$ cat config.mk
export PLATFORM = sky130hd
export DESIGN_NAME = board_judge
export DESIGN_NICKNAME = d
export VERILOG_FILES = /design/src/rtl/board_judge.sv
export SDC_FILE = /design/constraint.sdc
export NUM_CORES = 1
export LEC_CHECK = 0
export BUFFER_PORTS_ARGS = -buffer_cell sky130_fd_sc_hd__buf_4
export CAP_MARGIN = 20
export CORE_MARGIN = 3
export CORE_UTILIZATION = 40
export CTS_CLUSTER_DIAMETER = 50
export CTS_CLUSTER_SIZE = 28
export DETAILED_ROUTE_END_ITERATION = 12
export GPL_TIMING_DRIVEN = 0
export SLEW_MARGIN = 20
export SYNTH_ARGS = -nofsm -noshare
export SYNTH_HDL_FRONTEND = slang
export SYNTH_SLANG_ARGS = --single-unit
$ cat constraint.sdc
create_clock -name clk -period 6.1 [get_ports clk]
set_input_delay 0.305 -clock clk [delete_from_list [all_inputs] [get_ports clk]]
set_output_delay 0.305 -clock clk [all_outputs]
set_load 0.01 [all_outputs]
$ cat src/rtl/board_judge.sv
// -----------------------------------------------------------------------------
// board_judge
//
// Judges a 4x4 game board. On a start request in IDLE the board is copied into
// a snapshot, then the 10 winning lines (rows 0-3, columns 0-3, main diagonal,
// anti-diagonal) are examined one per cycle. The first winning line (lowest
// index) is kept, the filled-cell count is accumulated from the four rows, and
// the verdict is published together with a one-cycle done pulse.
//
// Ports
//   clk        system clock, rising edge
//   rst        asynchronous reset, active low
//   start      judgement request, sampled only in IDLE
//   cells      board, cell k (1..16) at [k*CELL_W-1 -: CELL_W], row-major
//   busy       high while the scan is in progress
//   done       one-cycle pulse, verdict outputs valid from this cycle on
//   winner     0 none, 1 player 1, 2 player 2
//   win_line   winning line index 0..9, 15 when there is no winner
//   draw       no winner and all 16 cells hold a player code
//   filled     number of cells holding a player code (0..16)
//   dbg_state  current FSM state (0 IDLE, 1 SCAN, 2 DONE)
//
// Handshake: start is a level sampled on each rising edge while IDLE; requests
// made in any other state are dropped, not queued. done carries no back
// pressure; winner/win_line/draw/filled are valid while done=1 and hold until
// the next done.
// -----------------------------------------------------------------------------
module board_judge #(
    parameter int                 CELL_W  = 4,
    parameter logic [CELL_W-1:0]  P1_CODE = CELL_W'(1),
    parameter logic [CELL_W-1:0]  P2_CODE = CELL_W'(2)
) (
    input  logic                  clk,
    input  logic                  rst,
    input  logic                  start,
    input  logic [16*CELL_W-1:0]  cells,
    output logic                  busy,
    output logic                  done,
    output logic [1:0]            winner,
    output logic [3:0]            win_line,
    output logic                  draw,
    output logic [4:0]            filled,
    output logic [1:0]            dbg_state
);

    typedef enum logic [1:0] {
        S_IDLE = 2'd0,
        S_SCAN = 2'd1,
        S_DONE = 2'd2
    } state_e;

    localparam logic [3:0] NO_LINE   = 4'd15;
    localparam logic [3:0] LAST_LINE = 4'd9;

    state_e               state_q,        state_d;
    logic [16*CELL_W-1:0] snap_q,         snap_d;
    logic [3:0]           line_q,         line_d;
    logic [1:0]           acc_winner_q,   acc_winner_d;
    logic [3:0]           acc_line_q,     acc_line_d;
    logic [4:0]           acc_filled_q,   acc_filled_d;
    logic [1:0]           winner_q,       winner_d;
    logic [3:0]           win_line_q,     win_line_d;
    logic                 draw_q,         draw_d;
    logic [4:0]           filled_q,       filled_d;

    // Cell indices (0-based) of the line currently under examination.
    logic [3:0]           idx      [4];
    logic [CELL_W-1:0]    line_val [4];
    logic                 all_p1;
    logic                 all_p2;
    logic [2:0]           line_cnt;

    always_comb begin
        all_p1   = 1'b1;
        all_p2   = 1'b1;
        line_cnt = 3'd0;
        for (int j = 0; j < 4; j++) begin
            if (line_q < 4'd4) begin
                idx[j] = {line_q[1:0], 2'(j)};          // row: r*4 + j
            end else if (line_q < 4'd8) begin
                idx[j] = {2'(j), line_q[1:0]};          // column: j*4 + c
            end else if (line_q == 4'd8) begin
                idx[j] = {2'(j), 2'(j)};                // 0,5,10,15
            end else begin
                idx[j] = {2'(j), ~2'(j)};               // 3,6,9,12
            end
            line_val[j] = snap_q[int'(idx[j])*CELL_W +: CELL_W];
            all_p1 = all_p1 & (line_val[j] == P1_CODE);
            all_p2 = all_p2 & (line_val[j] == P2_CODE);
            if (line_val[j] == P1_CODE || line_val[j] == P2_CODE) begin
                line_cnt = line_cnt + 3'd1;
            end
        end
    end

    always_comb begin
        state_d      = state_q;
        snap_d       = snap_q;
        line_d       = line_q;
        acc_winner_d = acc_winner_q;
        acc_line_d   = acc_line_q;
        acc_filled_d = acc_filled_q;
        winner_d     = winner_q;
        win_line_d   = win_line_q;
        draw_d       = draw_q;
        filled_d     = filled_q;

        unique case (state_q)
            S_IDLE: begin
                if (start) begin
                    snap_d       = cells;
                    line_d       = 4'd0;
                    acc_winner_d = 2'd0;
                    acc_line_d   = NO_LINE;
                    acc_filled_d = 5'd0;
                    state_d      = S_SCAN;
                end
            end
            S_SCAN: begin
                // Only the first winning line is kept; later wins, even by the
                // other player, are ignored.
                if (acc_winner_q == 2'd0 && (all_p1 || all_p2)) begin
                    acc_winner_d = all_p1 ? 2'd1 : 2'd2;
                    acc_line_d   = line_q;
                end
                // The four rows partition the board, so counting during the
                // row lines yields the full-board count.
                if (line_q < 4'd4) begin
                    acc_filled_d = acc_filled_q + 5'(line_cnt);
                end
                if (line_q == LAST_LINE) begin
                    // Publish on this edge so the verdict is already valid in
                    // the DONE cycle alongside the done pulse.
                    winner_d   = acc_winner_d;
                    win_line_d = acc_line_d;
                    filled_d   = acc_filled_d;
                    draw_d     = (acc_winner_d == 2'd0) && (acc_filled_d == 5'd16);
                    state_d    = S_DONE;
                end else begin
                    line_d = line_q + 4'd1;
                end
            end
            S_DONE: begin
                state_d = S_IDLE;
            end
            default: begin
                state_d = S_IDLE;
            end
        endcase
    end

    always_ff @(posedge clk or negedge rst) begin
        if (!rst) begin
            state_q      <= S_IDLE;
            snap_q       <= '0;
            line_q       <= 4'd0;
            acc_winner_q <= 2'd0;
            acc_line_q   <= NO_LINE;
            acc_filled_q <= 5'd0;
            winner_q     <= 2'd0;
            win_line_q   <= NO_LINE;
            draw_q       <= 1'b0;
            filled_q     <= 5'd0;
        end else begin
            state_q      <= state_d;
            snap_q       <= snap_d;
            line_q       <= line_d;
            acc_winner_q <= acc_winner_d;
            acc_line_q   <= acc_line_d;
            acc_filled_q <= acc_filled_d;
            winner_q     <= winner_d;
            win_line_q   <= win_line_d;
            draw_q       <= draw_d;
            filled_q     <= filled_d;
        end
    end

    assign busy      = (state_q == S_SCAN);
    assign done      = (state_q == S_DONE);
    assign winner    = winner_q;
    assign win_line  = win_line_q;
    assign draw      = draw_q;
    assign filled    = filled_q;
    assign dbg_state = state_q;

endmodule

==> impl_metrics.env <==
export IMPL_dieArea_um2=14610
export IMPL_nFillCells=1221
export IMPL_htree_levels=3
export IMPL_holdWs_ns=0.1356
export IMPL_fmax_ghz=0.1786
export IMPL_critPathMaxFanout=10
export IMPL_grt_use_total=0.2322
export IMPL_synth_warnings=0
export IMPL_ir_drop_mv=0.2233
export IMPL_drc_errors=0
export IMPL_synth_main_ff_cell="dfrtp_1"
export IMPL_relSlewSlack=0.4122
export IMPL_synth_edf_count=0
export IMPL_first_global_vias=4860
export IMPL_worstSetupEndpointType="flop"
export IMPL_rsz0062_at_grt="no"
export IMPL_ios=83
export IMPL_cp_start_kind="flop"
export IMPL_ys_types=71
export IMPL_cts_tree="yes"
export IMPL_hp_class="in2reg"
export IMPL_drv_cap=0
export IMPL_routed_wl_um=16530
export IMPL_synth_area_um2=5278
export IMPL_cts_buffers=9
export IMPL_die_height_um=120.9
export IMPL_clock_sinks=93
export IMPL_viasPerCell=5.436
export IMPL_power_density_nw_per_um2=667.9
export IMPL_synth_top_cells_by_area="dfrtp_1 40%, nand2_1 16%, dfstp_2 4.0%"
export IMPL_antenna_found_initial=0
export IMPL_finalMaxSlewViolations=0
export IMPL_vias=4914
export IMPL_fin_crit_sh=0.9178
export IMPL_grt_max_degree=49
export IMPL_synthesis_nets=709
export IMPL_netlist_instances=632
export IMPL_status="finished clean"
export IMPL_cp_required_ns=6.36
export IMPL_core_area_um2=12770
export IMPL_syn_to_final_growth_pct=22.50
export IMPL_fin_skew_ns=0.006207
export IMPL_critPathKind="reg2reg"
export IMPL_yosysTopAreaCell="dfrtp_1"
export IMPL_syn_area_per_cell_um2=8.351
export IMPL_leakagePower_uw=0.003094
export IMPL_hold_viol_final=0
export IMPL_wire_per_inst_um=18.28
export IMPL_gp_congestion=0.9840
export IMPL_synth_top_area_share=0.4030
export IMPL_place_hpwl_um=12930
export IMPL_grt_overflow=0
export IMPL_initial_core_util=0.4132
export IMPL_firstDrtPassIters=5
export IMPL_insertion_delay_ns=0.35
export IMPL_grt_pass1_wl_um=26150
export IMPL_diodes=0
export IMPL_nets=804
export IMPL_ys_ff_latch=93
export IMPL_cp_data_arrival_time_ns=5.86
export IMPL_root_buffer="clkbuf_16"
export IMPL_die_width_um=120.9
export IMPL_tightest_slew_ns=0.8749
export IMPL_yosysSeqAreaShare=0.4429
export IMPL_async_flop_share=1.000
export IMPL_finalSetupTns_ns=0
export IMPL_antenna_left=0
export IMPL_portBuffers=82
export IMPL_clockBufferDepth=2
export IMPL_drive_above_1_share=0.1885
export IMPL_final_setup_viol_count=0
export IMPL_post_route_min_period_ns=5.599
export IMPL_cts_clk_slew_worst_paths_ns=0.07
export IMPL_drt_iter0_drc=361
export IMPL_cts_resized=0
export IMPL_fp_row_count=41
-- cell type report --
class,instances,area (um^2),share of cell area
Buffer,30,162.7,0.02516
Clock buffer,12,246.5,0.03813
Clock inverter,4,72.57,0.01123
Inverter,14,52.55,0.008129
Multi-Input combinational cell,495,2725,0.4215
Sequential cell,93,2337,0.3615
Tap cell,172,215.2,0.03329
Timing Repair Buffer,84,653.1,0.1010
-- cells by family after synthesis --
kind of cell    count (synthesis)  share of synthesized area
compound gates                122                     0.1636
xor+xnor                        8                    0.01328
fa+ha+maj                      10                    0.02513
buf+inv                        44                    0.04078
flops                          93                     0.4429
mux                            15                    0.03129
simple gates                  340                     0.2831
-- metrics by stage --
stage | area (um^2) | power (uW) | setup WS, ns | std cells | util
final | 6465 | 4318 | 0.5015 | 904 | 0.5061
after global routing | 6465 | 4653 | 0.0006719 | 904 | 0.5061
after CTS | 6465 | 4320 | 0.4851 | 904 | 0.5061
after detailed placement | 6136 | 3689 | 0.5326 | 887 | 0.4804
after global placement | 6108 | 3632 | 0.4882 | 886 | 0.4782
after floorplan | 5278 | 2895 | 1.397 | 632 | -
-- repair_timing --
action / in CTS / in global routing
hold buffers: 1 / 0
endpoints found under the hold margin: 36 / 0
setup buffers: 0 / 0
-- registers in the layout (all words and copies together), names as in the netlist --
signal,count
acc_filled_q,5
acc_line_q,4
acc_winner_q,2
dbg_state,2
draw,1
filled,5
line_q,4
snap_q,64
win_line,4
winner,2
-- path summary, 6_finish.rpt --
check	from	to	slack [ns]	depth (start not counted)
setup / recovery	line_q[0]$_DFFE_PN0P_	draw$_DFFE_PN0P_	0.50	22
hold / removal	cells[15]	snap_q[15]$_DFFE_PN0P_	0.14	3
setup reg to reg	line_q[0]$_DFFE_PN0P_	draw$_DFFE_PN0P_	0.50	22
hold reg to reg	win_line[2]$_DFFE_PN1P_	win_line[2]$_DFFE_PN1P_	0.46	2
max in group asynchronous	rst	snap_q[58]$_DFFE_PN0P_	4.96	3
min in group asynchronous	rst	snap_q[17]$_DFFE_PN0P_	0.49	2
-- report_power, final --
group	total [uW]	internal, uW	leakage, uW	switching (uW)
Clock	607	370	0.000153	237
Combinational	2570	998	0.00179	1580
Sequential	1140	902	0.00115	235
Total	4320	2270	0.00309	2050
-- layout by cell type (no fill, tap or decap), drive strengths merged, types with 7 or more instances in the layout --
cell    instances
a211oi          8
ha              9
a21oi          32
nor2           45
nand2b         11
clkbuf         28
nand2         224
nor3           17
nand3           9
buf            97
dfstp           8
nor2b           9
dfrtp          85
o21ai          26
mux2i          12
inv            14
o31ai           7
-- metal layers --
layer  wire length (um)  up-vias  GRT usage
met5                  0        -          0
met4                401        0    0.09136
met3                792       28    0.03543
met2               7656      156     0.3647
met1               7677     2375     0.3230
li1                   -     2355          -
-- cell usage after synthesis, types with 4 or more instances --
cell type and n:
nor3_1 17, ha_1 9, and3_1 4, a211oi_1 6, mux2i_1 12, nand2b_1 10, nor2b_1 9, nand2_1 223
o31ai_1 6, dfstp_2 8, o22ai_1 5, a21o_1 5, o211ai_1 5, dfrtp_1 85, a21oi_2 4, inv_1 13
xnor2_1 5, o311ai_0 4, clkbuf_1 16, nor2_1 44, buf_6 5, o32a_1 5, a21oi_1 28, buf_2 4
nand3_1 9, a31oi_1 5, o21ai_0 26
-- worst max-delay path: stages, from the launching register on --
cell and delay (ns):
dfrtp_1 0.45, buf_2 0.23, inv_1 0.19, ha_1 0.35, nor2b_1 0.28, buf_2 0.29, nor2_1 0.17, o31ai_1 0.50
a221oi_1 0.20, a21o_1 0.25, a21oi_1 0.19, ha_1 0.29, xnor2_1 0.26, xor2_1 0.20, ha_1 0.19, inv_1 0.05
fa_1 0.37, nor2b_1 0.15, o211ai_1 0.11, xor2_1 0.19, nor4_1 0.27, nand3_1 0.11, o31ai_1 0.19
Power figures use the tool's default switching activity.
